--- config.mk ---
export PLATFORM = sky130hd
export DESIGN_NAME = bnn_weight_streamer_flat
export DESIGN_NICKNAME = d
export VERILOG_FILES = /design/src/rtl/bnn_weight_streamer_if.sv /design/src/rtl/bnn_weight_streamer.sv /design/src/flat_wrapper.sv
export SDC_FILE = /design/constraint.sdc
export NUM_CORES = 1
export LEC_CHECK = 0
export ABC_AREA = 1
export ABC_CLOCK_PERIOD_IN_PS = 4000
export CELL_PAD_IN_SITES_DETAIL_PLACEMENT = 1
export CELL_PAD_IN_SITES_GLOBAL_PLACEMENT = 1
export CORE_ASPECT_RATIO = 1.4
export CORE_MARGIN = 2
export CORE_UTILIZATION = 41
export CTS_CLUSTER_DIAMETER = 30
export DETAILED_ROUTE_END_ITERATION = 8
export PLACE_DENSITY = 0.84
export SETUP_SLACK_MARGIN = 0.1
export SYNTH_ARGS = -nofsm -noshare
export SYNTH_HDL_FRONTEND = slang
export SYNTH_SLANG_ARGS = --single-unit
--- constraint.sdc ---
create_clock -name clk -period 4 [get_ports clk]
set_clock_uncertainty 0.2 [all_clocks]
set_input_delay 0.8 -clock clk [delete_from_list [all_inputs] [get_ports clk]]
set_output_delay 0.8 -clock clk [all_outputs]
set_load 0.02 [all_outputs]
--- src/rtl/bnn_weight_streamer_if.sv ---
// Host-side bus of the BNN nibble weight streamer.
//
// Handshake: load_en qualifies weight_nib on every cycle where it is high.
// The receiver has no backpressure, so each load_en=1 cycle is exactly one
// nibble consumed. hold is the host-side stall. start, wr_en and the pulse
// outputs (done, wr_rej) are single-cycle strobes. fsm_state is a debug view
// of the streamer FSM (0=IDLE, 1=LO, 2=HI, 3=DONE).
interface bnn_weight_streamer_if #(
  parameter int IDX_W = 5
);
  logic             wr_en;
  logic [3:0]       wr_addr;
  logic [7:0]       wr_data;
  logic             start;
  logic             hold;
  logic             busy;
  logic             done;
  logic             wr_rej;
  logic             load_en;
  logic [3:0]       weight_nib;
  logic [IDX_W-1:0] neuron_idx;
  logic [1:0]       fsm_state;

  modport master (
    output wr_en, wr_addr, wr_data, start, hold,
    input  busy, done, wr_rej, load_en, weight_nib, neuron_idx, fsm_state
  );

  modport slave (
    input  wr_en, wr_addr, wr_data, start, hold,
    output busy, done, wr_rej, load_en, weight_nib, neuron_idx, fsm_state
  );
endinterface

--- src/rtl/bnn_weight_streamer.sv ---
// bnn_weight_streamer: holds a shadow table of NUM_NEURONS weight bytes and
// streams it to the BNN core as {load_en, weight_nib} pairs, low nibble then
// high nibble per neuron.
//
// Optional feature macro BNN_STREAM_PAD_WRAP_EN: when defined, the stream is
// padded with zero pairs up to 2**IDX_W entries so the receiver's load
// counter wraps back to 0 and back-to-back reloads need no receiver reset.
module bnn_weight_streamer #(
  parameter int NUM_NEURONS = 12,
  parameter int IDX_W       = 5
) (
  input  logic                 clk,
  input  logic                 reset,
  bnn_weight_streamer_if.slave bus
);

  localparam int AW = $clog2(NUM_NEURONS);
`ifdef BNN_STREAM_PAD_WRAP_EN
  localparam int LAST = (2 ** IDX_W) - 1;
`else
  localparam int LAST = NUM_NEURONS - 1;
`endif
  localparam logic [IDX_W-1:0] LAST_IDX = IDX_W'(LAST);
  localparam logic [IDX_W-1:0] NUM_IDX  = IDX_W'(NUM_NEURONS);
  localparam logic [4:0]       NUM_ADDR = 5'(NUM_NEURONS);

  typedef enum logic [1:0] {
    S_IDLE = 2'd0,
    S_LO   = 2'd1,
    S_HI   = 2'd2,
    S_DONE = 2'd3
  } state_t;

  // Core power-on weight set, restored into the shadow table on reset.
  function automatic logic [7:0] power_on_weight(input int k);
    case (k)
      0:       return 8'hA0;
      1:       return 8'h41;
      2:       return 8'h7A;
      3:       return 8'h18;
      4:       return 8'hED;
      5:       return 8'hB7;
      6:       return 8'h67;
      7:       return 8'h3A;
      8:       return 8'hF9;
      9:       return 8'h62;
      10:      return 8'hF7;
      11:      return 8'h0F;
      default: return 8'h00;
    endcase
  endfunction

  logic [7:0]       w_q [NUM_NEURONS];
  state_t           state_q, state_d;
  logic [IDX_W-1:0] idx_q, idx_d;
  logic [3:0]       nib_q, nib_d;
  logic             load_en_q, load_en_d;
  logic             busy_q, busy_d;
  logic             done_q, done_d;
  logic             rej_q, rej_d;
  // pend_q: current nibble was presented with load_en=0 (start under hold)
  // and still has to be sent once before the stream may advance.
  logic             pend_q, pend_d;
  // cur_q: byte of the entry in flight, so its high nibble matches its low one.
  logic [7:0]       cur_q, cur_d;

  logic             wr_ok;
  logic [IDX_W-1:0] next_idx;
  logic [7:0]       next_w;

  assign wr_ok    = bus.wr_en && !busy_q && ({1'b0, bus.wr_addr} < NUM_ADDR);
  assign next_idx = idx_q + IDX_W'(1);
  // Entries past the table (padding) stream as zero.
  assign next_w   = (next_idx < NUM_IDX) ? w_q[next_idx[AW-1:0]] : 8'h00;

  // Shadow table: reload power-on set on reset, accept writes only when idle.
  always_ff @(posedge clk or posedge reset) begin
    if (reset) begin
      for (int k = 0; k < NUM_NEURONS; k++) begin
        w_q[k] <= power_on_weight(k);
      end
    end else if (wr_ok) begin
      w_q[bus.wr_addr[AW-1:0]] <= bus.wr_data;
    end
  end

  // FSM and output registers; reset drops load_en immediately.
  always_ff @(posedge clk or posedge reset) begin
    if (reset) begin
      state_q   <= S_IDLE;
      idx_q     <= '0;
      nib_q     <= '0;
      load_en_q <= 1'b0;
      busy_q    <= 1'b0;
      done_q    <= 1'b0;
      rej_q     <= 1'b0;
      pend_q    <= 1'b0;
      cur_q     <= '0;
    end else begin
      state_q   <= state_d;
      idx_q     <= idx_d;
      nib_q     <= nib_d;
      load_en_q <= load_en_d;
      busy_q    <= busy_d;
      done_q    <= done_d;
      rej_q     <= rej_d;
      pend_q    <= pend_d;
      cur_q     <= cur_d;
    end
  end

  // Next-state and next-output logic for the nibble stream.
  always_comb begin
    state_d   = state_q;
    idx_d     = idx_q;
    nib_d     = nib_q;
    load_en_d = load_en_q;
    busy_d    = busy_q;
    done_d    = 1'b0;
    pend_d    = pend_q;
    cur_d     = cur_q;
    rej_d     = bus.wr_en && !wr_ok;

    case (state_q)
      S_IDLE: begin
        load_en_d = 1'b0;
        busy_d    = 1'b0;
        if (bus.start) begin
          state_d   = S_LO;
          idx_d     = '0;
          cur_d     = w_q[0];
          nib_d     = w_q[0][3:0];
          busy_d    = 1'b1;
          load_en_d = !bus.hold;
          pend_d    = bus.hold;
        end
      end
      S_LO: begin
        if (bus.hold) begin
          load_en_d = 1'b0;
        end else if (pend_q) begin
          load_en_d = 1'b1;
          pend_d    = 1'b0;
        end else begin
          state_d   = S_HI;
          nib_d     = cur_q[7:4];
          load_en_d = 1'b1;
        end
      end
      S_HI: begin
        if (bus.hold) begin
          load_en_d = 1'b0;
        end else if (idx_q == LAST_IDX) begin
          state_d   = S_DONE;
          idx_d     = '0;
          nib_d     = '0;
          load_en_d = 1'b0;
          busy_d    = 1'b0;
          done_d    = 1'b1;
        end else begin
          state_d   = S_LO;
          idx_d     = next_idx;
          cur_d     = next_w;
          nib_d     = next_w[3:0];
          load_en_d = 1'b1;
        end
      end
      S_DONE: begin
        state_d = S_IDLE;
      end
      default: begin
        state_d = S_IDLE;
      end
    endcase
  end

  assign bus.busy       = busy_q;
  assign bus.done       = done_q;
  assign bus.wr_rej     = rej_q;
  assign bus.load_en    = load_en_q;
  assign bus.weight_nib = nib_q;
  assign bus.neuron_idx = idx_q;
  assign bus.fsm_state  = state_q;

endmodule
--- src/flat_wrapper.sv ---
// flat-port wrapper written by rule: the top's interface ports become plain ports
module bnn_weight_streamer_flat 
#(
  parameter int NUM_NEURONS = 12,
  parameter int IDX_W       = 5
)
  (clk, reset, bus_wr_en, bus_wr_addr, bus_wr_data, bus_start, bus_hold, bus_busy, bus_done, bus_wr_rej, bus_load_en, bus_weight_nib, bus_neuron_idx, bus_fsm_state);
  bnn_weight_streamer_if #(.IDX_W(IDX_W)) bus_i ();
  input  logic clk;
  input  logic reset;
  input wire logic [$bits(bus_i.wr_en)-1:0] bus_wr_en;
  input wire logic [$bits(bus_i.wr_addr)-1:0] bus_wr_addr;
  input wire logic [$bits(bus_i.wr_data)-1:0] bus_wr_data;
  input wire logic [$bits(bus_i.start)-1:0] bus_start;
  input wire logic [$bits(bus_i.hold)-1:0] bus_hold;
  output wire logic [$bits(bus_i.busy)-1:0] bus_busy;
  output wire logic [$bits(bus_i.done)-1:0] bus_done;
  output wire logic [$bits(bus_i.wr_rej)-1:0] bus_wr_rej;
  output wire logic [$bits(bus_i.load_en)-1:0] bus_load_en;
  output wire logic [$bits(bus_i.weight_nib)-1:0] bus_weight_nib;
  output wire logic [$bits(bus_i.neuron_idx)-1:0] bus_neuron_idx;
  output wire logic [$bits(bus_i.fsm_state)-1:0] bus_fsm_state;
  assign bus_i.wr_en = bus_wr_en;
  assign bus_i.wr_addr = bus_wr_addr;
  assign bus_i.wr_data = bus_wr_data;
  assign bus_i.start = bus_start;
  assign bus_i.hold = bus_hold;
  assign bus_busy = bus_i.busy;
  assign bus_done = bus_i.done;
  assign bus_wr_rej = bus_i.wr_rej;
  assign bus_load_en = bus_i.load_en;
  assign bus_weight_nib = bus_i.weight_nib;
  assign bus_neuron_idx = bus_i.neuron_idx;
  assign bus_fsm_state = bus_i.fsm_state;
  bnn_weight_streamer #(.NUM_NEURONS(NUM_NEURONS), .IDX_W(IDX_W)) u_core (.clk(clk), .reset(reset), .bus(bus_i));
endmodule
==> reports/summary.txt, run 1 <==
Syn Nets -> 720
Vias per std cell -> 5.57
Detail Route Antenna Nets -> 0
Remaining Overflow, GRT -> 0
Slew @ Worst Pin -> 750 ps
Total Power -> 5810 µW
Yosys cell types -> 36
Max Fanout on Critical Path -> 16
Worst path buffer plus inverter count -> 1
Worst vdd ir -> 0.000347 V
Final setup violation count -> 0
Slowest stage delay, CP -> 710 ps
Share of synthesized area occupied by flip-flops and latches -> 50.3%
Die W -> 105 µm
Placed Instances -> 880
Met1 Use GR -> 27.7%
Die height -> 146 µm
Max-slew headroom -> 49.9%
GRT busiest layer -> met2
Routing usage on met2 -> 41.6%
Die area -> 15400 µm²
First-pass GRT wire length -> 28600 µm
Worst EP required -> 4110 ps
Mapped Cells -> 698
Minimum clock period -> 2580 ps
WL/cell -> 19.0 µm
R2r setup slk -> 1440 ps
Residual DRC -> 0
Reg2reg end -> u_core.bus.weight_nib[1]
Nets -> 736
FILL cells -> 1646
Hold WS -> 275 ps
Largest net degree at the start of global routing -> 86
Leak Pwr -> 0.00305 µW
Top post-synthesis cells by area -> dfrtp_1 27%, dfstp_2 23%, nand2_1 14%
Hold Vio Cnt, Final -> 0
Gpl congestion -> 0.870
Pwr per Cell Area -> 845 nW/µm²
Buffer count from post-CTS setup fixing -> 0
Max Root-Sink Buffers -> 2
Critical path class -> input port to register
Vias in the first global route -> 5455
Post-synth top area share -> 27.2%
Outcome -> completed
Root buf cell -> clkbuf_16
Antenna violations before repair -> 0
Max Freq -> 0.387 GHz
N_diodes -> 0
Crit path capture type -> register
CTS H-tree lvls -> 4
CP max-delay cell -> clkdlybuf4s50_1
Yosys warning count -> 0
Crit-path cells -> clkdlybuf4s50_1 -> nor2_4 -> nand4_1 -> o21ai_0
Kind of cell adding the most delay to the critical path -> simple AND/OR/NAND/NOR gates
Min-delay worst type -> register to register
I/O Buffers -> 31
Critical R2R Launch -> u_core.bus.neuron_idx[0]
Yosys top cell by area -> dfrtp_1
HPWL after DPL -> 11400 µm
# Max-Cap Violations -> 0
Clk_lat worst skew -> 420 ps
Row cnt -> 51
Non-Filler Instances -> 912
Initial Utilization -> 42.2%
Fraction of final layout cells with drive strength greater than 1 -> 20.1%
Synthesized cell area -> 5900 µm²
Number of synthesized register bits -> 116
DRT Pass-1 Iters -> 7
Worst EP arrival -> 2690 ps
Initial DRC count -> 235
Crit path depth -> 4
IO Pins -> 32
Grt met3 use -> 4.61%
Setup TNS -> 0 ps
Crit path from -> bus_wr_addr[1]
Worst setup SP type -> input port
# hold bufs at CTS -> 0
RSZ-0062 raised after global routing -> false
Final core utilization -> 49.2%
Area of the core -> 14000 µm²
Post-CTS Resized -> 0
Final Max Tran Viols -> 0
Total clock sinks -> 116
Final wirelength -> 17300 µm
Syn avg cell area -> 8.45 µm²
Via count -> 5081
Worst-path clk slew -> 50 ps
Fin crit share -> 64.6%
Total CTS buffers -> 17
Layout area overhead -> 16.5%
GRT Total Usage -> 23.9%
CTS tree -> done
Cell count of the worst reg-to-reg path -> 9
Worst setup endpoint -> u_core.w_q[56]
[how the worst min path moves through the flow]
stage	slack, ps	start	cells past startpoint	endpoint
3_5_place_dp	270	u_core.bus.weight_nib[0]	2	u_core.bus.weight_nib[0]
5_1_grt	290	u_core.w_q[76]	2	u_core.w_q[76]
3_3_place_gp	260	u_core.w_q[12]	2	u_core.w_q[12]
4_1_cts	280	u_core.w_q[48]	2	u_core.w_q[48]
6_report	280	u_core.w_q[55]	2	u_core.w_q[55]
2_1_floorplan	250	u_core.w_q[12]	2	u_core.w_q[12]
[metal layers]
metal | up-vias | wire length, µm
met5 | - | 0
met2 | 144 | 9070
met3 | 53 | 671
li1 | 2337 | -
met4 | 0 | 784
met1 | 2547 | 6820
[worst min-delay path, stage by stage (launching register included)]
cell and delay (ps):
dfstp_2 370, nand2_2 60, o21ai_2 40
[layout make-up]
| class | count | area [µm²] | area share (%) |
|---|---|---|---|
| well taps | 185 | 231 | 3.37 |
| multi-input cells | 506 | 2530 | 36.8 |
| clock buffers | 22 | 464 | 6.76 |
| inverters | 38 | 149 | 2.17 |
| flip-flops and latches | 116 | 2970 | 43.2 |
| clock inverters | 10 | 178 | 2.59 |
| repair buffers | 35 | 353 | 5.13 |
[synth_stat cells, drive strengths merged]
cell    count
or2         4
o21ai     109
inv        38
clkbuf     10
nor3        2
ha          5
o32ai       1
nand3      73
dfstp      52
nand4       9
nand2     230
buf        28
dfrtp      64
nor2       49
nand3b      4
o22ai       4
a21oi      15
a31oi       1
[cell usage in the layout (no fill, tap or decap), types with 2 or more instances in the layout]
cell type,count
clkinvlp_4,2
a21oi_1,15
inv_1,33
clkbuf_8,2
o21ai_1,22
nand2_1,221
nand3b_1,4
bufinv_16,5
nor2_1,43
inv_2,3
nor2_4,4
nand3_4,2
buf_4,3
dfrtp_1,64
nand3_2,4
o22ai_1,4
nand2_4,3
nand2_2,6
or2_2,3
dfstp_2,52
nand3_1,67
o21ai_2,28
clkdlybuf4s50_1,31
clkbuf_1,3
clkbuf_16,17
o21ai_0,59
clkinv_2,4
nand4_1,7
ha_1,5
[stage by stage]
| stage | setup slack [ps] | area (µm²) |
|---|---|---|
| 3_5_place_dp | 1030 | 6230 |
| 3_3_place_gp | 1150 | 6230 |
| 4_1_cts | 1400 | 6870 |
| 6_report | 1420 | 6870 |
| 5_1_grt | 1190 | 6870 |
| 2_1_floorplan | 1630 | 5900 |
[cells by family after synthesis]
logic type	share of synthesized area [%]
and+or+nand+nor	28.8
AOI/OAI and AO/OA	13.0
DFF	50.3
adders and majority gates	1.06
buffers and inverters	6.81
[power breakdown]
part,total [µW],switching [µW],leakage (µW),internal (µW)
clock,1670,535,0.000314,1130
sequential,2050,289,0.00137,1760
combinational,2090,1380,0.00136,717
total,5810,2200,0.00305,3610
[state kept, by name, indices dropped and copies added (netlist names)]
signal	flops
u_core.bus.load_en	1
u_core.bus.busy	1
u_core.bus.wr_rej	1
u_core.bus.fsm_state	2
u_core.bus.weight_nib	4
u_core.bus.neuron_idx	5
u_core.pend_q	1
u_core.bus.done	1
u_core.cur_q	4
u_core.w_q	96
Power figures use the tool's default switching activity.
==> inputs of run 2 (changes only) <==
- ABC_CLOCK_PERIOD_IN_PS: 4000 -> 2460
- CORE_UTILIZATION: 41 -> 46
- PLACE_DENSITY: 0.84 -> 0.88
- clock period: 4 -> 2.46 ns (I/O delays scaled with it)
==> run 2 against run 1 <==
Against the previous run: utilization grew 6.6 points; via count grew 2.3%; worst hold slack got worse by 8.7 ps; critical path depth decreased by 3; global-route usage increased by 4.2 points; cell area up 0.84%; clock power up 54%; critical endpoint is now bus_neuron_idx[2]; largest power group unchanged.
==> reports/summary.txt, run 2 (synthesis gave the netlist of run 1 again) <==
Outcome -> completed
WL/cell -> 20.4 µm (+7.5%)
Buffer count from post-CTS setup fixing -> 0 (unchanged)
Biggest register -> u_core.w_q
Worst path buffer plus inverter count -> 1 (unchanged)
Critical R2R Launch -> u_core.bus.neuron_idx[1]
Max Root-Sink Buffers -> 2 (unchanged)
Leak Pwr -> 0.00311 µW (+2.0%)
First-pass GRT wire length -> 29400 µm (+2.7%)
Max reg flops -> 96 (unchanged)
Slowest stage delay, CP -> 670 ps (-40 ps)
CP max-delay cell -> clkdlybuf4s50_1
Die W -> 99.7 µm (-5.4%)
Max Freq -> 0.441 GHz
Crit path from -> u_core.bus.neuron_idx[2]
Max-slew headroom -> 57.8% (+8.0 points)
Register area -> 2970 µm² (unchanged)
Worst EP required -> 1770 ps (-2340 ps)
Crit-path cells -> clkdlybuf4s50_1
Crit path capture type -> primary output
Hold Vio Cnt, Final -> 0 (unchanged)
Total CTS buffers -> 17 (unchanged)
Total clock sinks -> 116 (unchanged)
Final setup violation count -> 0 (unchanged)
Final instance area -> 6930 µm² (+0.84%)
Placement Cell Area -> 6310 µm² (+1.3%)
Via count -> 5196 (+2.3%)
Multi-input logic area -> 2530 µm² (about the same)
DRT Pass-1 Iters -> 5 (-2)
GRT Total Usage -> 28.1% (+4.2 points)
Detail Route Antenna Nets -> 0 (unchanged)
Placed Instances -> 858 (-2.5%)
Root buf cell -> clkbuf_16
Worst-path clk slew -> 50 ps (about the same)
N_diodes -> 0 (unchanged)
Slew @ Worst Pin -> 632 ps (-119 ps)
Commonest non-fill, non-tap cell in the layout -> nand2_1
Worst setup SP type -> register
Layout area overhead -> 17.5%
Cell count of the worst reg-to-reg path -> 10 (+1)
Fin crit share -> 92.1%
RSZ-0062 raised after global routing -> false
Worst vdd ir -> 0.000545 V (+57%)
# Max-Cap Violations -> 0 (unchanged)
Nets -> 749 (+1.8%)
CTS tree -> done
Final Max Tran Viols -> 0 (unchanged)
Minimum clock period -> 2270 ps
Residual DRC -> 0 (unchanged)
Worst EP arrival -> 1570 ps (-1120 ps)
Antenna violations before repair -> 0 (unchanged)
Kind of cell adding the most delay to the critical path -> buffers and inverters
Gpl congestion -> 0.901 (+3.5%)
Setup TNS -> 0 ps (unchanged)
Die area -> 13800 µm² (-11%)
Crit path depth -> 1 (-3)
I/O Buffers -> 31 (unchanged)
Initial DRC count -> 384 (+63%)
HPWL after DPL -> 11400 µm (about the same)
Fraction of final layout cells with drive strength greater than 1 -> 21.8% (+1.7 points)
Max Fanout on Critical Path -> 8 (-8)
Min-delay worst type -> input port to async pin
Critical path class -> register to primary output
Vias in the first global route -> 5488 (+0.60%)
Row cnt -> 48 (-5.9%)
Die height -> 138 µm (-5.4%)
R2r setup slk -> 290 ps (-1150 ps)
Clk_lat worst skew -> 410 ps (about the same)
Area of the core -> 12400 µm² (-11%)
Vias per std cell -> 5.84 (+4.8%)
Final wirelength -> 18200 µm (+4.9%)
Reg2reg end -> u_core.bus.weight_nib[2]
Initial Utilization -> 47.4% (+5.2 points)
FILL cells -> 1448 (-12%)
IO Pins -> 32 (unchanged)
CTS H-tree lvls -> 4 (unchanged)
Commonest non-fill, non-tap cells in the layout -> 220 x nand2_1, 67 x nand3_1, 64 x dfrtp_1
# hold bufs at CTS -> 0 (unchanged)
Remaining Overflow, GRT -> 0 (unchanged)
Non-Filler Instances -> 890 (-2.4%)
Pwr per Cell Area -> 1350 nW/µm² (+60%)
Largest net degree at the start of global routing -> 42 (-51%)
Hold WS -> 266 ps (-8.70 ps)
Final core utilization -> 55.7% (+6.6 points)
==> run 2: changes by cell type in the layout (fill, tap and decap cells not counted), sizes merged <==
cell	change
clkbuf	+1
buf	+13
clkinvlp	+1
dlygate4sd2	+1
clkdlybuf4s50	-1
bufinv	-2
==> run 2: stage by stage <==
stage,setup WS [ps],power (µW)
CTS,175,9370
global route,121,9960
detailed placement,-64.1,6630
global placement,39.8,6390
finish,193,9380
floorplan,397,5570
==> run 2: cell type report <==
| class | count | share of cell area, % |
|---|---|---|
| clock inverter | 9 | 1.81 |
| multi-input combinational | 506 | 36.5 |
| inverter | 38 | 2.18 |
| clock buffer | 23 | 7.04 |
| timing repair buffer | 48 | 6.90 |
| tap | 150 | 2.71 |
| sequential | 116 | 42.8 |
==> run 2: where the power goes <==
part	total, µW	switching [µW]	internal, µW
combinational	3460	2240	1230
clock	2580	885	1690
sequential	3340	487	2860
==> run 2: routing by layer <==
layer	vias up	GRT usage, %	wire length (µm)
met1	2634	33.4	7150
met4	0	9.51	430
met2	172	50.7	9810
met3	33	5.70	793
met5	-	0	0
li1	2357	-	-
==> run 2: how the worst max path moves through the flow <==
stage / to / slack (ps)
after CTS: bus_neuron_idx[2] / 180
final: bus_neuron_idx[2] / 190
after detailed placement: u_core.w_q[13] / -60
after global routing: u_core.bus.weight_nib[3] / 120
after global placement: u_core.w_q[11] / 40
after floorplan: u_core.bus.busy / 400
==> run 2: timing repair <==
item	in CTS	in global routing
hold endpoints to repair	0	0
endpoints found under the setup margin	1	4
pin swaps	0	0
gates resized for setup	2	3
==> run 2: worst reg2reg max path: stages, from the launching register on <==
cell and delay [ps]:
dfrtp_1 440, ha_1 390, buf_4 330, nand2_1 120
nand2_1 90, nor2_1 40, nor2_1 230, nand2_1 90
nand2_1 70, nand2_1 50, nand2_1 50
==> inputs of run 3 (changes only) <==
- CAP_MARGIN: not set -> 20
==> results of run 3 <==
Final layout, timing and power as in run 2 (identical DEF).
